## src/rtl/bridge_gate_sequencer.sv

```systemverilog
// Purpose: full-bridge gate sequencer that commutates diagonals A/B on ZCS edges, with dead time, blanking, watchdog and fault shutdown.
// Latency: gates are registered decodes of the next state, so a qualifying ZCS edge or a fault in cycle N turns the gates off in cycle N+1.
// Backpressure: none; enable is a level request and a drive half-cycle in progress always runs to its ZCS edge.
module bridge_gate_sequencer #(
  parameter int CNT_W      = 16,
  parameter int DEAD_TIME  = 8,
  parameter int START_HALF = 400,
  parameter int MIN_HALF   = 100,
  parameter int MAX_HALF   = 2000
) (
  input  logic             clk,
  input  logic             rst_n,
  input  logic             enable,
  input  logic             zcs,
  input  logic             fault,
  input  logic             flag_clear,
  output logic             gate1,
  output logic             gate2,
  output logic             gate3,
  output logic             gate4,
  output logic             running,
  output logic [CNT_W-1:0] half_cycles,
  output logic             timeout_flag,
  output logic             fault_flag
);

  typedef enum logic [2:0] {
    S_IDLE,
    S_START,
    S_DEAD_AB,
    S_DRIVE_B,
    S_DEAD_BA,
    S_DRIVE_A,
    S_STOP,
    S_FAULT
  } state_t;

  localparam logic [CNT_W-1:0] START_LAST = CNT_W'(START_HALF - 1);
  localparam logic [CNT_W-1:0] DEAD_LAST  = CNT_W'(DEAD_TIME - 1);
  localparam logic [CNT_W-1:0] MAX_LAST   = CNT_W'(MAX_HALF - 1);
  localparam logic [CNT_W-1:0] MIN_CNT    = CNT_W'(MIN_HALF);

  state_t           state;
  state_t           state_nxt;
  logic [CNT_W-1:0] cnt;
  logic             zcs_q;
  logic             zcs_edge;
  logic             zcs_ok;
  logic             set_timeout;
  logic             drive_exit;
  logic             diag_a_nxt;
  logic             diag_b_nxt;

  // Either comparator polarity marks a current zero crossing; edges are
  // only trusted once the half-cycle is past the ringing blanking window.
  assign zcs_edge = zcs ^ zcs_q;
  assign zcs_ok   = zcs_edge && (cnt >= MIN_CNT);

  assign running  = (state != S_IDLE) && (state != S_FAULT);

  // Next-state: fault overrides everything; a qualifying edge beats the watchdog.
  always_comb begin
    state_nxt   = state;
    set_timeout = 1'b0;
    if (fault) begin
      state_nxt = S_FAULT;
    end else begin
      case (state)
        S_IDLE:    if (enable) state_nxt = S_START;
        S_START:   if (cnt == START_LAST) state_nxt = S_DEAD_AB;
        S_DEAD_AB: if (cnt == DEAD_LAST) state_nxt = enable ? S_DRIVE_B : S_IDLE;
        S_DRIVE_B: begin
          if (zcs_ok) begin
            state_nxt = S_DEAD_BA;
          end else if (cnt == MAX_LAST) begin
            state_nxt   = S_STOP;
            set_timeout = 1'b1;
          end
        end
        S_DEAD_BA: if (cnt == DEAD_LAST) state_nxt = enable ? S_DRIVE_A : S_IDLE;
        S_DRIVE_A: begin
          if (zcs_ok) begin
            state_nxt = S_DEAD_AB;
          end else if (cnt == MAX_LAST) begin
            state_nxt   = S_STOP;
            set_timeout = 1'b1;
          end
        end
        S_STOP:    if (cnt == DEAD_LAST) state_nxt = S_IDLE;
        S_FAULT:   if (!enable) state_nxt = S_IDLE;
        default:   state_nxt = S_IDLE;
      endcase
    end
  end

  assign drive_exit = ((state == S_START) || (state == S_DRIVE_A) || (state == S_DRIVE_B))
                      && (state_nxt != state);
  assign diag_a_nxt = (state_nxt == S_START) || (state_nxt == S_DRIVE_A);
  assign diag_b_nxt = (state_nxt == S_DRIVE_B);

  // State register; the counter restarts on every state entry.
  always_ff @(posedge clk or negedge rst_n) begin
    if (!rst_n) begin
      state <= S_IDLE;
      cnt   <= '0;
    end else begin
      state <= state_nxt;
      if (state_nxt != state) cnt <= '0;
      else                    cnt <= cnt + 1'b1;
    end
  end

  // Previous comparator level for edge detection.
  always_ff @(posedge clk or negedge rst_n) begin
    if (!rst_n) zcs_q <= 1'b0;
    else        zcs_q <= zcs;
  end

  // Gates follow the next state so they switch on the same edge as the state.
  always_ff @(posedge clk or negedge rst_n) begin
    if (!rst_n) begin
      gate1 <= 1'b0;
      gate2 <= 1'b0;
      gate3 <= 1'b0;
      gate4 <= 1'b0;
    end else begin
      gate1 <= diag_a_nxt;
      gate4 <= diag_a_nxt;
      gate2 <= diag_b_nxt;
      gate3 <= diag_b_nxt;
    end
  end

  // Half-cycle count: cleared at burst start, saturating on each drive exit.
  always_ff @(posedge clk or negedge rst_n) begin
    if (!rst_n) begin
      half_cycles <= '0;
    end else if ((state == S_IDLE) && (state_nxt == S_START)) begin
      half_cycles <= '0;
    end else if (drive_exit && (half_cycles != {CNT_W{1'b1}})) begin
      half_cycles <= half_cycles + 1'b1;
    end
  end

  // Sticky flags; a set in the same cycle as flag_clear keeps the flag up.
  always_ff @(posedge clk or negedge rst_n) begin
    if (!rst_n) begin
      timeout_flag <= 1'b0;
      fault_flag   <= 1'b0;
    end else begin
      if (set_timeout)     timeout_flag <= 1'b1;
      else if (flag_clear) timeout_flag <= 1'b0;
      if (fault)           fault_flag <= 1'b1;
      else if (flag_clear) fault_flag <= 1'b0;
    end
  end

endmodule

```

## config.mk

```make
export PLATFORM = sky130hd
export DESIGN_NAME = bridge_gate_sequencer
export DESIGN_NICKNAME = d
export VERILOG_FILES = /design/src/rtl/bridge_gate_sequencer.sv
export SDC_FILE = /design/constraint.sdc
export NUM_CORES = 1
export LEC_CHECK = 0
export BUFFER_PORTS_ARGS = -buffer_cell sky130_fd_sc_hd__buf_2
export CAP_MARGIN = 20
export CORE_MARGIN = 4
export CORE_UTILIZATION = 58
export DETAILED_ROUTE_END_ITERATION = 8
export HOLD_SLACK_MARGIN = 0.05
export PLACE_DENSITY = 0.9
export SLEW_MARGIN = 20
export SYNTH_ARGS = -nofsm -noshare
export SYNTH_HDL_FRONTEND = slang
export SYNTH_SLANG_ARGS = --single-unit
export TNS_END_PERCENT = 1
```

## constraint.sdc

```tcl
create_clock -name clk -period 3.35 [get_ports clk]
set_clock_uncertainty 0.15 [all_clocks]
set_input_delay 0 -clock clk [delete_from_list [all_inputs] [get_ports clk]]
set_output_delay 0 -clock clk [all_outputs]
set_load 0.02 [all_outputs]
```

==> results of run 1 <==
[cells in the mapped netlist, types with 4 or more instances]
cell type  instances
nand4_1            9
inv_1             13
nand2_1           25
nand2b_1           4
a21oi_1            4
nor3_1             4
mux2i_1           13
and3_1            15
clkbuf_1           6
nor2_1            27
xor2_1             8
dfrtp_1           40
xnor2_1           10
and2_1             4
nand3_1           15
nor4_1             5
[layout by cell type (no fill, tap or decap), types with 2 or more instances in the layout]
cell type / count
dfrtp_1: 40
buf_2: 28
nor2_1: 27
nand2_1: 25
nand3_1: 15
and3_1: 15
inv_1: 13
mux2i_1: 13
xnor2_1: 10
nand4_1: 9
xor2_1: 8
dlygate4sd3_1: 6
nor4_1: 5
clkbuf_8: 5
nor3_1: 4
and2_1: 4
a21oi_1: 4
nand2b_1: 4
or4_1: 3
o21ai_0: 3
a21o_1: 3
ha_1: 3
and4_1: 2
nor4_4: 2
or3_1: 2
o21a_1: 2
[layer usage]
metal / global-route usage, % / share of wire, % / up-vias
met5: 0 / 0 / -
met1: 27.59 / 41 / 970
met4: 8.768 / 1.1 / 0
met2: 37.04 / 51 / 81
li1: - / - / 939
met3: 4.488 / 6.9 / 6
[final timing paths]
| kind | startpoint | end | cells past startpoint |
|---|---|---|---|
| max reg2reg | cnt[6] | half_cycles[10] | 8 |
| min in group clk | zcs | zcs_q | 2 |
| min | rst_n | fault_flag | 2 |
| max | cnt[6] | half_cycles[10] | 8 |
| max in group asynchronous | rst_n | cnt[12] | 2 |
| min reg2reg | fault_flag | fault_flag | 1 |
[logic make-up (layout without fill, tap and decap cells)]
group           Yosys count  in the layout  share of synthesized area, %
compound gates           25             25                         8.620
fa+ha+maj                 3              3                         1.587
mux                      13             13                         5.500
simple gates            126            126                         29.67
buf+inv                  25             55                         4.970
flops                    40             40                         42.31
xor+xnor                 19             19                         7.351
[sequential cells by signal, indices dropped and copies added, names as in the netlist]
name	flops
state	3
cnt	16
gate4	1
timeout_flag	1
gate3	1
fault_flag	1
half_cycles	16
zcs_q	1
[stage by stage]
stage,instances,hold slack (ns)
CTS,329,0.2156
detailed placement,316,-0.01450
floorplan,251,-0.4456
global placement,316,-0.01228
global route,329,0.2353
finish,329,0.1962
[power groups by stage]
stage,clock [mW],sequential [mW],combinational [mW]
6_report,0.304,0.673,0.746
5_1_grt,0.334,0.690,0.833
4_1_cts,0.310,0.670,0.747
3_5_place_dp,0,0.678,0.735
3_3_place_gp,0,0.675,0.713
2_1_floorplan,0,0.703,0.540
[repair_timing]
action                                  4_1_cts  5_1_grt
endpoints found under the setup margin        0        0
resized for setup                             0        0
hold buffers                                  6        0
hold endpoints to repair                     51        0
[cell type report]
cell class / instances / area, sq um
multi-input combinational: 186 / 1247
fill: 289 / 1152
tap: 48 / 60.06
sequential: 40 / 1001
timing repair buffer: 35 / 207.7
clock inverter: 2 / 12.51
inverter: 13 / 48.80
clock buffer: 5 / 68.82
==> results.toml, run 1 <==
[power]
pwr-share-clk_pct = 17.6
power.total_mw = 1.723
ir_drop_mv = 0.4976
sw_frac_of_total_pct = 44.37
power_density_nw_per_um2 = 651.2
p_int_mw = 0.9587
p_seq_share_pct = 39.1
p_leak_nw = 1.309
combPwrFrac_pct = 43.3
p_sw_mw = 0.7645

[setup_path]
cp_max_fo = 19
required_ns = 3.38
startpoint_type = "flop"
cp-end-kind = "flop"
r2r_setup_slack_ns = 0.22
crit_chain = "o311ai_0 > a41oi_1 > mux2i_1 > nor4_4 > xor2_2 > a21oi_4 > nand4_1 > mux2i_1"
path_class = "reg -> reg"
worst_path_most_repeated_cell = "mux2i_1"
critPathMaxStageDelay_ns = 0.54
crit_arrival_ns = 3.16
crit_family = "compound AO/OA/AOI/OAI gates"
worst_path_max_delay_cell = "a41oi_1"
critPathBufInv = 0

[hold_path]
hold_class = "in -> async"

[die]
die_area_sq_um = 5165
rows = 22
io-pin-count = 29
core_area_sq_um = 3799
die_w_um = 71.87
initial_utilization_pct = 62.29
dieHeight_um = 71.87

[routing]
vias = 1996
first_pass_iters = 4
wirelength_um = 5099
routed_via_density = 6.067
drc_errors = 0
drtAntennaViolNets = 0
wire_per_inst_um = 15.50
drtIter0Drc = 255

[sta]
finalSetupTns_ns = 0
fin_crit_sh_pct = 93.34
slew_violations = 0
hold_viol_final = 0
tightest_slew_ns = 0.8495
slew_headroom_pct = 43.37
worst_slack_ns = 0.2232
fin_crit_ns = 3.127
finalSetupViolCount = 0
rsz0062_at_grt = "no"
max_freq_mhz = 319.8

[outcome]
status = "completed"

[yosys]
syn_inst = 251
syn_nets = 260
netlist_area_sq_um = 2366
ys_seq_area_share_pct = 42.31
yosys_register_bits = 40
ys_async_sr_fraction_pct = 100.0
synth_area_leaders = "dfrtp_1 42%, mux2i_1 5.5%, nor2_1 4.3%, and3_1 4.0%, nand2_1 4.0%"
synth_top_area_cell = "dfrtp_1"
syn_avg_cell_area_sq_um = 9.426
yosys_warnings = 0
ys_types = 51
synth_enable_flop_cells = 0
synth_top_area_share_pct = 42.31
synthFlopType = "dfrtp_1"

[global_route]
grt_start_max_net_pins = 41
grtUsageTotal_pct = 22.00
grt_pass1_wl_um = 9121
grt_pass1_vias = 2052
antenna_found_initial = 0
overflow = 0

[final_layout]
nets = 290
drive_gt1_share_pct = 17.44
utilization_pct = 69.66
n_antenna_cell = 0
syn2layout_area_growth_pct = 11.85
stdcell_area_sq_um = 2646

[placement]
io_buffer_count = 28
gp_congestion = 0.9421
dp_hpwl_um = 3441
dpl_cell_area_sq_um = 2505
dp_slack_ns = 0.2857

[clock_tree]
cts.sinks = 40
cts_tree = "yes"
cts_root_buf = "clkbuf_8"
cts_setup_buffers = 0
cts_buffer_depth = 2
clkSlewWorstSetupHoldPaths_ns = 0.08
cts_buffers = 5
htreeDepth = 2
worstSkewPairLatency_ns = 0.29

[job]
max-cap-violations = 0
Power figures use the tool's default switching activity.
==> inputs of run 2 (changes only) <==
--- a/config.mk
+++ b/config.mk
@@ -12,6 +12,7 @@
 export DETAILED_ROUTE_END_ITERATION = 8
 export HOLD_SLACK_MARGIN = 0.05
 export PLACE_DENSITY = 0.9
+export RECOVER_POWER = 100
 export SLEW_MARGIN = 20
 export SYNTH_ARGS = -nofsm -noshare
 export SYNTH_HDL_FRONTEND = slang
==> run 2 against run 1 <==
  * Utilization down 1.4 points
  * Highest routed layer unchanged
  * Final cell count unchanged
  * Critical endpoint unchanged
  * Critical path depth unchanged
  * Critical path type unchanged
  * Total power down 1.7%
  * The flow now finishes with violations (max-capacitance violations, max-slew violations)
  * Register-to-register slack worse by 0.02 ns
==> results.toml, run 2 (synthesis results as in run 1) <==
[routing]
vias = 1977
wirelength_um = 5112
wire_per_inst_um = 15.54
first_pass_iters = 4
drc_errors = 0
drtIter0Drc = 227
drtAntennaViolNets = 0
routed_via_density = 6.009

[final_layout]
fin_cells = 329
final_common_cell = "dfrtp_1"
syn2layout_area_growth_pct = 9.677
reg.largest.list = "cnt: 16 flops, half_cycles: 16 flops, state: 3 flops"
drive_gt1_share_pct = 7.117
nets = 290
n_antenna_cell = 0
final_cell_mix = "40 x dfrtp_1, 27 x nor2_1, 26 x clkbuf_1, 25 x nand2_1, 16 x nand3_1"

[setup_path]
r2r_setup_slack_ns = 0.20
r2r_start = "cnt[10]"
crit_arrival_ns = 3.18
rr_endpoint = "half_cycles[10]"
startpoint_type = "flop"
rr_worst_depth = 8
path_class = "reg -> reg"
worstSetupStartpoint = "cnt[10]"
cp-end-kind = "flop"
required_ns = 3.38
cp_max_fo = 19
crit_chain = "or4_1 > nor4_4 > nor2_2 > o41ai_2 > a221oi_2 > a21oi_4 > nand4_1 > mux2i_1"
worst_path_max_delay_cell = "or4_1"
critPathMaxStageDelay_ns = 0.63

[hold_path]
hold_class = "in -> reg"
whs_path_depth = 2
worstHoldEndpoint = "zcs_q"
min_from = "zcs"

[sta]
finalSetupTns_ns = 0
max_freq_mhz = 317.7
fin_crit_ns = 3.147
worst_hold_slack_ns = 0.2524
finalSetupViolCount = 0
slew_violations = 41
hold_viol_final = 0
rsz0062_at_grt = "no"
fin_crit_sh_pct = 93.95
tightest_slew_ns = 2.066
slew_headroom_pct = -37.75

[global_route]
grtUsageTotal_pct = 22.00
overflow = 0
antenna_found_initial = 0
grt_pass1_wl_um = 9121
grt_pass1_vias = 2052
grt_start_max_net_pins = 41

[clock_tree]
htreeDepth = 2
post_cts_resized = 0
cts_buffer_depth = 2
cts_tree = "yes"
cts.sinks = 40
worstSkewPairLatency_ns = 0.29
cts_buffers = 5
cts_root_buf = "clkbuf_8"
clkSlewWorstSetupHoldPaths_ns = 0.08

[outcome]
violations = "max-capacitance violations, max-slew violations"
status = "finished with violations"

[die]
die_w_um = 71.87
die_area_sq_um = 5165
io-pin-count = 29
dieHeight_um = 71.87
rows = 22
initial_utilization_pct = 62.29
core_area_sq_um = 3799

[placement]
gp_congestion = 0.9421
io_buffer_count = 28
dp_hpwl_um = 3441
place_inst = 316

[power]
power_density_nw_per_um2 = 653.1
p_leak_nw = 1.219
ir_drop_mv = 0.4860

[job]
max-cap-violations = 1
## run 2: cell types whose count changed in the layout (fill, tap and decap cells not counted), sizes merged
cell    previous run  this run
clkbuf             5        31
buf               29         3
## run 2: worst max-delay path, delay by kind of cell (launching register included)
family | cells | cell delay [ns]
and+or+nand+nor | 4 | 1.24
AOI/OAI and AO/OA | 3 | 1.01
DFF | 1 | 0.48
muxes | 1 | 0.15
## run 2: layout make-up
type | instances | area, sq um
clock buffer | 5 | 68.82
sequential | 40 | 1001
timing repair buffer | 35 | 172.7
clock inverter | 2 | 12.51
multi-input combinational | 186 | 1231
inverter | 13 | 48.80
fill | 304 | 1204
tap | 48 | 60.06
## run 2: metrics by stage
step	power [mW]	util (%)	setup slack [ns]	cell area, sq um
2_1_floorplan	1.243	-	0.5664	2366
3_3_place_gp	1.388	65.94	0.3895	2505
3_5_place_dp	1.414	65.94	0.2857	2505
4_1_cts	1.728	69.66	0.2716	2646
5_1_grt	1.826	68.31	0.02978	2595
6_report	1.695	68.31	0.2026	2595
## run 2: how the worst max path moves through the flow
stage	endpoint	cells after the start
detailed placement	half_cycles[10]	8
global route	half_cycles[5]	8
CTS	half_cycles[10]	8
floorplan	half_cycles[9]	10
global placement	half_cycles[12]	8
finish	half_cycles[10]	8
## run 2: what timing repair did
item | 4_1_cts | 5_1_grt
buffers inserted | 0 | 0
hold buffers | 6 | 0
endpoints found under the hold margin | 51 | 0
## run 2: power by group
part | internal [mW] | switching [mW] | leakage [nW] | total [mW]
sequential | 0.566 | 0.108 | 0.519 | 0.674
combinational | 0.226 | 0.491 | 0.659 | 0.716
clock | 0.141 | 0.164 | 0.0400 | 0.305
## run 2: per-layer routing
layer,wire length [um],global-route usage (%),vias up
li1,-,-,940
met1,2169,27.59,956
met2,2545,37.04,72
met3,322,4.488,9
met4,75,8.768,0
met5,0,0,-
==> inputs of run 3 (changes only) <==
==> constraint.sdc (replaced) <==
create_clock -name clk -period 3.4 [get_ports clk]
set_clock_uncertainty 0.15 [all_clocks]
set_input_delay 0 -clock clk [delete_from_list [all_inputs] [get_ports clk]]
set_output_delay 0 -clock clk [all_outputs]
set_load 0.02 [all_outputs]
==> run 3 against run 2 <==
  * The run still ends with max-capacitance violations, max-slew violations left
  * Final cell count is the same
  * Cell area increased by 1.0%
  * Setup slack better by 0.031 ns
  * Sequential cell count unchanged
  * Clock-buffer cell count rose by 1
  * Critical path type unchanged
==> results.toml, run 3 (synthesis results as in run 1) <==
[outcome]
status = "finished with violations"
violations = "max-capacitance violations, max-slew violations"

[routing]
drtIter0Drc = 182
vias = 1932
routed_via_density = 5.872
first_pass_iters = 4
wirelength_um = 4894
wire_per_inst_um = 14.88
drtAntennaViolNets = 0
drc_errors = 0

[setup_path]
required_ns = 3.43
startpoint_type = "flop"
cp_max_fo = 19
path_class = "reg -> reg"
crit_arrival_ns = 3.19
cp-end-kind = "flop"

[power]
p_leak_nw = 1.229
power_density_nw_per_um2 = 665.0
power.total_mw = 1.743
ir_drop_mv = 0.4781

[die]
dieHeight_um = 71.87
io-pin-count = 29
core_area_sq_um = 3799
initial_utilization_pct = 62.29
die_area_sq_um = 5165
die_w_um = 71.87
rows = 22

[final_layout]
n_antenna_cell = 0
fill_cells = 296
multiInputGateArea_sq_um = 1236
final_common_cell = "dfrtp_1"
reg.largest.list = "cnt: 16 flops, half_cycles: 16 flops, state: 3 flops"
final_cell_mix = "40 x dfrtp_1, 27 x nor2_1, 27 x clkbuf_1, 25 x nand2_1, 16 x nand3_1"
syn2layout_area_growth_pct = 10.79
drive_gt1_share_pct = 7.117
nets = 289
seqCellArea_sq_um = 1001

[placement]
gp_congestion = 0.9255
dp_hpwl_um = 3456
io_buffer_count = 28

[sta]
fin_crit_ns = 3.167
fin_crit_sh_pct = 93.14
hold_viol_final = 0
tightest_slew_ns = 2.069
finalSetupViolCount = 0
slew_headroom_pct = -37.93
max_freq_mhz = 315.8
slew_violations = 41
finalSetupTns_ns = 0
rsz0062_at_grt = "no"

[clock_tree]
worstSkewPairLatency_ns = 0.30
clkSlewWorstSetupHoldPaths_ns = 0.07
cts_setup_buffers = 0
cts_tree = "yes"
cts_buffers = 5
cts_buffer_depth = 2
htreeDepth = 2
cts.sinks = 40
cts_root_buf = "clkbuf_8"

[global_route]
grt_pass1_vias = 1818
grt_start_max_net_pins = 41
grt_pass1_wl_um = 8328
overflow = 0
antenna_found_initial = 0
grtUsageTotal_pct = 20.51

[hold_path]
hold_class = "in -> reg"

[job]
max-cap-violations = 1
==> run 3: cell count changes in the layout (fill, tap and decap cells not counted) <==
cell,delta
buf_2,-1
bufinv_16,+1
clkbuf_1,+1
clkinvlp_4,-1
nor4_1,+1
nor4_2,-1
or4_1,-1
or4_4,+1
xor2_1,-1
xor2_2,+1
==> run 3: what timing repair did <==
action                                  4_1_cts  5_1_grt
endpoints found under the setup margin        0        0
hold buffers                                  6        0
endpoints found under the hold margin        49        0
resized for setup                             0        0
==> run 3: area by class of cell <==
class                      instances  area share [%]
clock buffer                       6           2.769
clock inverter                     2           1.337
inverter                          13           1.862
multi-input combinational        186           47.16
sequential                        40           38.19
tap                               48           2.291
timing repair buffer              34           6.396
==> run 3: worst max-delay path: stages, from the launching register on <==
cell,delay (ns)
dfrtp_1,0.48
or4_4,0.60
nor4_1,0.40
nor2_1,0.15
nor4_4,0.30
xor2_2,0.15
a21oi_4,0.48
nand4_1,0.18
mux2i_1,0.15
==> run 3: where the power goes <==
| part | internal, mW | total (mW) | switching (mW) |
|---|---|---|---|
| logic | 0.222 | 0.688 | 0.467 |
| clock network | 0.218 | 0.381 | 0.163 |
| registers | 0.557 | 0.674 | 0.117 |
| total | 0.997 | 1.74 | 0.746 |
==> run 3: metal layers <==
metal	GRT usage (%)	vias up	wire, um
met4	8.142	0	74
met3	4.628	8	268
met5	0	-	0
li1	-	940	-
met2	31.94	56	2281
met1	27.69	928	2269
==> run 3: stage by stage <==
stage / std cells / area (sq um) / setup slack, ns / util [%] / hold slack, ns
3_5_place_dp: 315 / 2497 / 0.2995 / 65.74 / -0.01519
4_1_cts: 329 / 2665 / 0.2771 / 70.16 / 0.2104
2_1_floorplan: 251 / 2366 / 0.6164 / - / -0.4456
3_3_place_gp: 315 / 2497 / 0.4395 / 65.74 / -0.01229
5_1_grt: 329 / 2621 / 0.01881 / 69.01 / 0.2644
6_report: 329 / 2621 / 0.2332 / 69.01 / 0.2458
==> run 3: final timing paths <==
kind / startpoint / to / slack, ns / cells past startpoint
worst min-delay path: zcs / zcs_q / 0.25 / 2
worst max register to register: cnt[10] / half_cycles[5] / 0.23 / 8
min in group asynchronous: rst_n / state[1] / 0.69 / 2
max in group asynchronous: rst_n / half_cycles[6] / 1.23 / 2
worst max-delay path: cnt[10] / half_cycles[5] / 0.23 / 8
worst min register to register: cnt[0] / cnt[0] / 0.33 / 1
